--- config.mk ---
export PLATFORM = sky130hd
export DESIGN_NAME = cast_rt_scan_ctrl_flat
export DESIGN_NICKNAME = d
export VERILOG_FILES = /design/src/rtl/cast_rt_scan_ctrl_pkg.sv /design/src/rtl/cast_rt_scan_ctrl_if.sv /design/src/rtl/cast_rt_scan_ctrl_rr_arb.sv /design/src/rtl/cast_rt_scan_ctrl.sv /design/src/flat_wrapper.sv
export SDC_FILE = /design/constraint.sdc
export NUM_CORES = 1
export LEC_CHECK = 0
export CAP_MARGIN = 40
export CORE_MARGIN = 8
export CORE_UTILIZATION = 65
export CTS_BUF_LIST = sky130_fd_sc_hd__clkbuf_8 sky130_fd_sc_hd__clkbuf_16
export DETAILED_ROUTE_END_ITERATION = 6
export PLACE_DENSITY = 0.85
export SKIP_LAST_GASP = 1
export SYNTH_ARGS = -nofsm -noshare
export SYNTH_HDL_FRONTEND = slang
export SYNTH_SLANG_ARGS = --single-unit
--- constraint.sdc ---
create_clock -name clk -period 8.5 [get_ports clk]
set_input_delay 1.7 -clock clk [delete_from_list [all_inputs] [get_ports clk]]
set_output_delay 1.7 -clock clk [all_outputs]
set_load 0.005 [all_outputs]
--- src/rtl/cast_rt_scan_ctrl_pkg.sv ---
// Shared types and widths for the multicast route-table scan engine.
// Table depth and out-VC mask width come from ROUTE_TABLE_DEPTH and CN.
`ifndef ROUTE_TABLE_DEPTH
`define ROUTE_TABLE_DEPTH 32
`endif
`ifndef CN
`define CN 5
`endif

package cast_rt_pkg;

  localparam int ID_W       = 10;
  localparam int CN         = `CN;
  localparam int RT_DEPTH   = `ROUTE_TABLE_DEPTH;
  localparam int RT_ENTRY_W = 1 + ID_W + CN;

  typedef enum logic [1:0] {
    IDLE,
    SCAN,
    RESP
  } scan_state_t;

  typedef struct packed {
    logic            vld;
    logic [ID_W-1:0] id;
    logic [CN-1:0]   vc;
  } rt_entry_t;

  function automatic int rr_inc(input int idx, input int n);
    return (idx + 1 >= n) ? 0 : idx + 1;
  endfunction

endpackage

--- src/rtl/cast_rt_scan_ctrl_if.sv ---
// Request/response and table-config bundle for cast_rt_scan_ctrl.
// master = requesters and config agent, slave = lookup engine.
interface cast_rt_scan_ctrl_if #(
  parameter int NREQ  = 5,
  parameter int DEPTH = 32
);
  import cast_rt_pkg::*;

  localparam int AW = $clog2(DEPTH);

  logic [NREQ-1:0]       req_valid;
  logic [NREQ*ID_W-1:0]  req_stream_id;
  logic [NREQ-1:0]       req_ready;
  logic [NREQ-1:0]       rsp_valid;
  logic                  rsp_hit;
  logic [CN-1:0]         rsp_vc;
  logic                  cfg_we;
  logic [AW-1:0]         cfg_addr;
  logic [RT_ENTRY_W-1:0] cfg_entry;

  modport master (
    output req_valid,
    output req_stream_id,
    output cfg_we,
    output cfg_addr,
    output cfg_entry,
    input  req_ready,
    input  rsp_valid,
    input  rsp_hit,
    input  rsp_vc
  );

  modport slave (
    input  req_valid,
    input  req_stream_id,
    input  cfg_we,
    input  cfg_addr,
    input  cfg_entry,
    output req_ready,
    output rsp_valid,
    output rsp_hit,
    output rsp_vc
  );

endinterface

--- src/rtl/cast_rt_scan_ctrl_rr_arb.sv ---
// Round-robin arbiter: first request at or after ptr_i, wrapping at NREQ.
// Produces a one-hot grant plus its binary index.
module cast_rr_arb #(
  parameter int NREQ = 5,
  parameter int PW   = 3
) (
  input  logic [NREQ-1:0] req_i,
  input  logic [PW-1:0]   ptr_i,
  output logic [NREQ-1:0] gnt_o,
  output logic [PW-1:0]   idx_o,
  output logic            any_o
);

  int          t;
  logic [PW-1:0] j;

  always_comb begin
    gnt_o = '0;
    idx_o = '0;
    any_o = 1'b0;
    t     = 0;
    j     = '0;
    for (int i = 0; i < NREQ; i++) begin
      t = int'(ptr_i) + i;
      if (t >= NREQ) t = t - NREQ;
      j = PW'(t);
      if (!any_o && req_i[j]) begin
        any_o    = 1'b1;
        gnt_o[j] = 1'b1;
        idx_o    = j;
      end
    end
  end

endmodule

--- src/rtl/cast_rt_scan_ctrl.sv ---
// Shared multicast route-table lookup: RR grant, then one entry per cycle.
// CAST_RT_EARLY_EXIT_EN: stop the scan on the first hit (else fixed latency).
module cast_rt_scan_ctrl
  import cast_rt_pkg::*;
#(
  parameter int NREQ  = 5,
  parameter int DEPTH = RT_DEPTH
) (
  input  logic                clk,
  input  logic                rst,
  cast_rt_scan_ctrl_if.slave  bus,
  output logic                busy
);

  localparam int AW = $clog2(DEPTH);
  localparam int PW = (NREQ > 1) ? $clog2(NREQ) : 1;

  scan_state_t     state_q, state_d;
  logic [PW-1:0]   ptr_q, ptr_d;
  logic [PW-1:0]   gnt_q, gnt_d;
  logic [ID_W-1:0] id_q, id_d;
  logic [AW-1:0]   addr_q, addr_d;
  logic            hit_q, hit_d;
  logic [CN-1:0]   vc_q, vc_d;

  logic [DEPTH-1:0] vld_q;
  logic [ID_W-1:0]  tid_q [DEPTH];
  logic [CN-1:0]    tvc_q [DEPTH];

  rt_entry_t       wr_e;
  logic [NREQ-1:0] arb_gnt;
  logic [PW-1:0]   arb_idx;
  logic            arb_any;
  logic [NREQ-1:0] req_rdy;
  logic [NREQ-1:0] rsp_v;
  logic            match;
  logic            last;

  cast_rr_arb #(
    .NREQ (NREQ),
    .PW   (PW)
  ) u_arb (
    .req_i (bus.req_valid),
    .ptr_i (ptr_q),
    .gnt_o (arb_gnt),
    .idx_o (arb_idx),
    .any_o (arb_any)
  );

  assign wr_e = rt_entry_t'(bus.cfg_entry);

  // Only the valid bits need reset; payload is don't-care when invalid.
  always_ff @(posedge clk) begin
    if (rst) begin
      vld_q <= '0;
    end else if (bus.cfg_we) begin
      vld_q[bus.cfg_addr] <= wr_e.vld;
    end
  end

  always_ff @(posedge clk) begin
    if (!rst && bus.cfg_we) begin
      tid_q[bus.cfg_addr] <= wr_e.id;
      tvc_q[bus.cfg_addr] <= wr_e.vc;
    end
  end

  assign match = vld_q[addr_q] && (tid_q[addr_q] == id_q);
  assign last  = (addr_q == AW'(DEPTH - 1));

  always_comb begin
    state_d = state_q;
    ptr_d   = ptr_q;
    gnt_d   = gnt_q;
    id_d    = id_q;
    addr_d  = addr_q;
    hit_d   = hit_q;
    vc_d    = vc_q;
    req_rdy = '0;
    rsp_v   = '0;
    unique case (state_q)
      IDLE: begin
        if (arb_any) begin
          req_rdy = arb_gnt;
          gnt_d   = arb_idx;
          id_d    = bus.req_stream_id[int'(arb_idx)*ID_W +: ID_W];
          addr_d  = '0;
          hit_d   = 1'b0;
          vc_d    = '0;
          state_d = SCAN;
        end
      end
      SCAN: begin
        if (match && !hit_q) begin
          hit_d = 1'b1;
          vc_d  = tvc_q[addr_q];
        end
        if (!last) addr_d = addr_q + 1'b1;
`ifdef CAST_RT_EARLY_EXIT_EN
        if (last || match) state_d = RESP;
`else
        if (last) state_d = RESP;
`endif
      end
      RESP: begin
        rsp_v[gnt_q] = 1'b1;
        ptr_d        = PW'(rr_inc(int'(gnt_q), NREQ));
        state_d      = IDLE;
      end
      default: state_d = IDLE;
    endcase
  end

  always_ff @(posedge clk) begin
    if (rst) begin
      state_q <= IDLE;
      ptr_q   <= '0;
      gnt_q   <= '0;
      id_q    <= '0;
      addr_q  <= '0;
      hit_q   <= 1'b0;
      vc_q    <= '0;
    end else begin
      state_q <= state_d;
      ptr_q   <= ptr_d;
      gnt_q   <= gnt_d;
      id_q    <= id_d;
      addr_q  <= addr_d;
      hit_q   <= hit_d;
      vc_q    <= vc_d;
    end
  end

  // Outputs forced low while reset is held so a mid-scan reset emits nothing.
  assign bus.req_ready = rst ? '0 : req_rdy;
  assign bus.rsp_valid = rst ? '0 : rsp_v;
  assign bus.rsp_hit   = !rst && (state_q == RESP) && hit_q;
  assign bus.rsp_vc    = (!rst && state_q == RESP) ? vc_q : '0;
  assign busy          = !rst && (state_q != IDLE);

endmodule

--- src/flat_wrapper.sv ---
// flat-port wrapper written by rule: the top's interface ports become plain ports
module cast_rt_scan_ctrl_flat import cast_rt_pkg::*;
#(
  parameter int NREQ  = 5,
  parameter int DEPTH = RT_DEPTH
)
  (clk, rst, busy, bus_req_valid, bus_req_stream_id, bus_cfg_we, bus_cfg_addr, bus_cfg_entry, bus_req_ready, bus_rsp_valid, bus_rsp_hit, bus_rsp_vc);
  cast_rt_scan_ctrl_if #(.NREQ(NREQ), .DEPTH(DEPTH)) bus_i ();
  input  logic clk;
  input  logic rst;
  output logic busy;
  input wire logic [$bits(bus_i.req_valid)-1:0] bus_req_valid;
  input wire logic [$bits(bus_i.req_stream_id)-1:0] bus_req_stream_id;
  input wire logic [$bits(bus_i.cfg_we)-1:0] bus_cfg_we;
  input wire logic [$bits(bus_i.cfg_addr)-1:0] bus_cfg_addr;
  input wire logic [$bits(bus_i.cfg_entry)-1:0] bus_cfg_entry;
  output wire logic [$bits(bus_i.req_ready)-1:0] bus_req_ready;
  output wire logic [$bits(bus_i.rsp_valid)-1:0] bus_rsp_valid;
  output wire logic [$bits(bus_i.rsp_hit)-1:0] bus_rsp_hit;
  output wire logic [$bits(bus_i.rsp_vc)-1:0] bus_rsp_vc;
  assign bus_i.req_valid = bus_req_valid;
  assign bus_i.req_stream_id = bus_req_stream_id;
  assign bus_i.cfg_we = bus_cfg_we;
  assign bus_i.cfg_addr = bus_cfg_addr;
  assign bus_i.cfg_entry = bus_cfg_entry;
  assign bus_req_ready = bus_i.req_ready;
  assign bus_rsp_valid = bus_i.rsp_valid;
  assign bus_rsp_hit = bus_i.rsp_hit;
  assign bus_rsp_vc = bus_i.rsp_vc;
  cast_rt_scan_ctrl #(.NREQ(NREQ), .DEPTH(DEPTH)) u_core (.clk(clk), .rst(rst), .bus(bus_i), .busy(busy));
endmodule
==> impl_metrics.csv <==
group,metric,value,unit
timing,finalHoldViolations,0,
timing,skew,0.0273,ns
worst_setup_path,cp-start-kind,"flop",
layout,synthToLayoutAreaGrowth,15.0,%
layout,stdcell_count,1943,
clock_network,cts_hold_buf,0,
clock_network,root_buffer,"clkbuf_16",
pwr,clkPwrFrac,0.408,
route,wl_per_cell,36.0,um
pwr,cellPowerDensity,210,nW/um^2
route,finalWirelength,69900,um
worst_hold_path,hp-start,"u_core.vc_q[1]",
timing,rsz0062_at_grt,"false",
floorplan,dieHeight,204,um
timing,fin_setup_tns,0,ns
pwr,ir_drop,0.229,mV
floorplan,die-area,41700,um^2
route,ant_nets,0,
timing,period_minus_slack,7.12,ns
pwr,p_comb_frac,0.060,
pwr,cellLeakagePower,0.00837,uW
place,dp.cells,1845,
timing,slew_headroom,0.339,
worst_hold_path,hp-class,"reg2reg",
route,vias,14300,
worst_hold_path,holdPathEnd,"u_core.vc_q[1]",
place,port_buffers,95,
worst_setup_path,rr_worst_depth,11,
route,firstDrtPassIters,7,
grt,antenna_found_initial,0,
yosys,synthCells,1313,
clock_network,clk_latency,0.59,ns
worst_setup_path,cp.required,6.80,ns
pwr,switching_share,0.218,
yosys,yosys_register_bits,546,
route,vias_per_cell,7.37,
layout,post-route-util,0.752,
layout,layout_commonest_cell,"edfxtp_1",
layout,antenna_cells,0,
clock_network,clkSinkCount,546,
pwr,switchingPower,1220,uW
grt,grt_pass1_vias,14100,
place,place_ws,1.48,ns
clock_network,cts_tree,"done",
timing,post-route-period-util,0.837,
clock_network,cts_max_level,2,
worst_setup_path,arrival,5.42,ns
yosys,synth_ff_type,"edfxtp_1",
place,gp_congestion,0.874,
yosys,synth-seq-area-share,0.683,
timing,post-route-worst-setup-slack,1.38,ns
floorplan,io_pins,96,
layout,layout_common_cells,"edfxtp_1 (480), mux4_2 (160), nor2_1 (113), clkdlybuf4s50_1 (94), dfxtp_1 (63)",
yosys,synth_edf_count,480,
pwr,intPower,4360,uW
run_status,outcome,"finished clean",
yosys,synthArstFlopShare,0,
clock_network,path_clk_slew,0.07,ns
yosys,synthesis.nets,1405,
grt,grt_overflow,0,
pwr,power.share.sequential,0.532,
clock_network,ctsResizeCount,0,
timing,max_freq,0.140,GHz
timing,tightest_slew,0.984,ns
run,maxCapViolCount,0,
timing,setup_viol,0,
yosys,yosysWarnings,0,
route,drc,0,
layout,fin_nets,1532,
worst_setup_path,rrSetupSlack,3.68,ns
worst_setup_path,criticalPathCategory,"reg2out",
floorplan,core,35200,um^2
clock_network,cts_buffers,51,
yosys,syn_area_per_cell,17.5,um^2
timing,maxSlewViolCount,0,
yosys,syn_area,23000,um^2
clock_network,postCtsSetupRepairBufs,0,
floorplan,start_util,0.654,
grt,grtUsageTotal,0.333,
worst_setup_path,timing.rr.end,"u_core.id_q[2]",
worst_setup_path,critPathMaxFanout,13,
floorplan,num_rows,69,
worst_setup_path,r2r-start,"u_core.ptr_q[1]",
layout,drive_gt1_frac,0.222,
worst_hold_path,hold_path_depth,2,
grt,grt_max_degree,70,
grt,grt_pass1_wl,99400,um
route,drt_iter0_drc,2303,
floorplan,die_w,204,um
timing,timing.hold.ws,0.454,ns
yosys,ys_types,71,
worst_setup_path,cp-end-kind,"output pin",
clock_network,cts_buffer_depth,3,
place,place_hpwl,37300,um
-- cells by family after synthesis --
group,share of synthesized area
buffers and inverters,0.0178
DFF,0.683
AOI/OAI and AO/OA,0.0513
adders and majority gates,0.00739
xor gates and xnor gates,0.00646
muxes,0.179
and+or+nand+nor,0.0551
-- power groups by stage --
stage               clock network, uW  registers, uW  logic (uW)
finish                           2270           2970         335
global placement                    0           3020         287
CTS                              2270           2970         327
detailed placement                  0           3020         315
global route                     2360           2970         348
floorplan                           0           3000         188
-- critical path, stage by stage, from the launching register on --
cell and delay [ns]:
dfxtp_1 0.64, inv_1 0.30, ha_1 0.30, ha_1 0.63, a21oi_2 0.18, xnor2_1 0.40
nor3_1 0.11, o41a_1 0.53, a311oi_4 0.61, nand2b_2 0.23, nor2_1 0.17, buf_4 0.21
clkdlybuf4s50_1 0.53
-- synth_stat cells, drive strengths merged, types with 5 or more instances --
cell type / number / area [um^2]
and2: 9 / 56.3
a21oi: 52 / 264
clkbuf: 46 / 173
nand2: 49 / 184
nand4: 7 / 43.8
ha: 12 / 150
nor2: 118 / 443
o21ai: 44 / 224
a211oi: 12 / 100
nor2b: 5 / 31.3
nand3b: 7 / 65.1
dfxtp: 66 / 1320
mux2i: 51 / 514
or2: 7 / 43.8
inv: 15 / 56.3
nor3: 11 / 55.1
buf: 34 / 181
nand3: 17 / 85.1
xnor2: 14 / 123
o221ai: 10 / 150
mux4: 160 / 3600
nor4: 9 / 62.6
nand2b: 9 / 58.8
o211ai: 5 / 37.5
a22oi: 15 / 118
edfxtp: 480 / 14400
-- flip-flops by register name, indices dropped and copies added (netlist names), 2 cells and up, named ones only --
name            flops
u_core.tvc_q      160
u_core.addr_q       5
u_core.tid_q      320
u_core.gnt_q        3
u_core.ptr_q        3
u_core.vc_q         5
u_core.state_q      2
u_core.vld_q       32
u_core.id_q        10
-- worst max-delay path by stage --
| stage | from | end | slack (ns) | depth (start not counted) |
|---|---|---|---|---|
| 4_1_cts | bus_req_valid[3] | bus_req_ready[4] | 1.47 | 11 |
| 6_report | u_core.ptr_q[1] | bus_req_ready[4] | 1.38 | 12 |
| 3_5_place_dp | bus_req_valid[3] | bus_req_ready[4] | 1.48 | 11 |
| 2_1_floorplan | bus_req_valid[3] | bus_req_ready[4] | 3.33 | 9 |
| 3_3_place_gp | bus_req_valid[3] | bus_req_ready[4] | 1.62 | 11 |
| 5_1_grt | u_core.ptr_q[2] | bus_req_ready[4] | 1.19 | 11 |
-- through the flow --
stage,instance area (um^2),total power (uW)
4_1_cts,26500,5560
3_5_place_dp,24800,3340
3_3_place_gp,24500,3310
2_1_floorplan,23000,3190
6_report,26500,5580
5_1_grt,26500,5680
-- metal layers --
layer,vias up,global-route usage,wire length [um]
met5,-,0,0
met4,0,0.174,4360
met3,274,0.0804,7750
met2,1342,0.549,34200
met1,7163,0.408,23600
li1,5546,-,-
-- area by class of cell --
class	count	area, um^2
repair buffers	154	1580
flip-flops and latches	546	15700
fillers	1833	8730
clock inverters	39	280
inverters	15	56.3
well taps	461	577
multi-input cells	672	6910
clock buffers	56	1360
(Power assumes the default switching activity.)
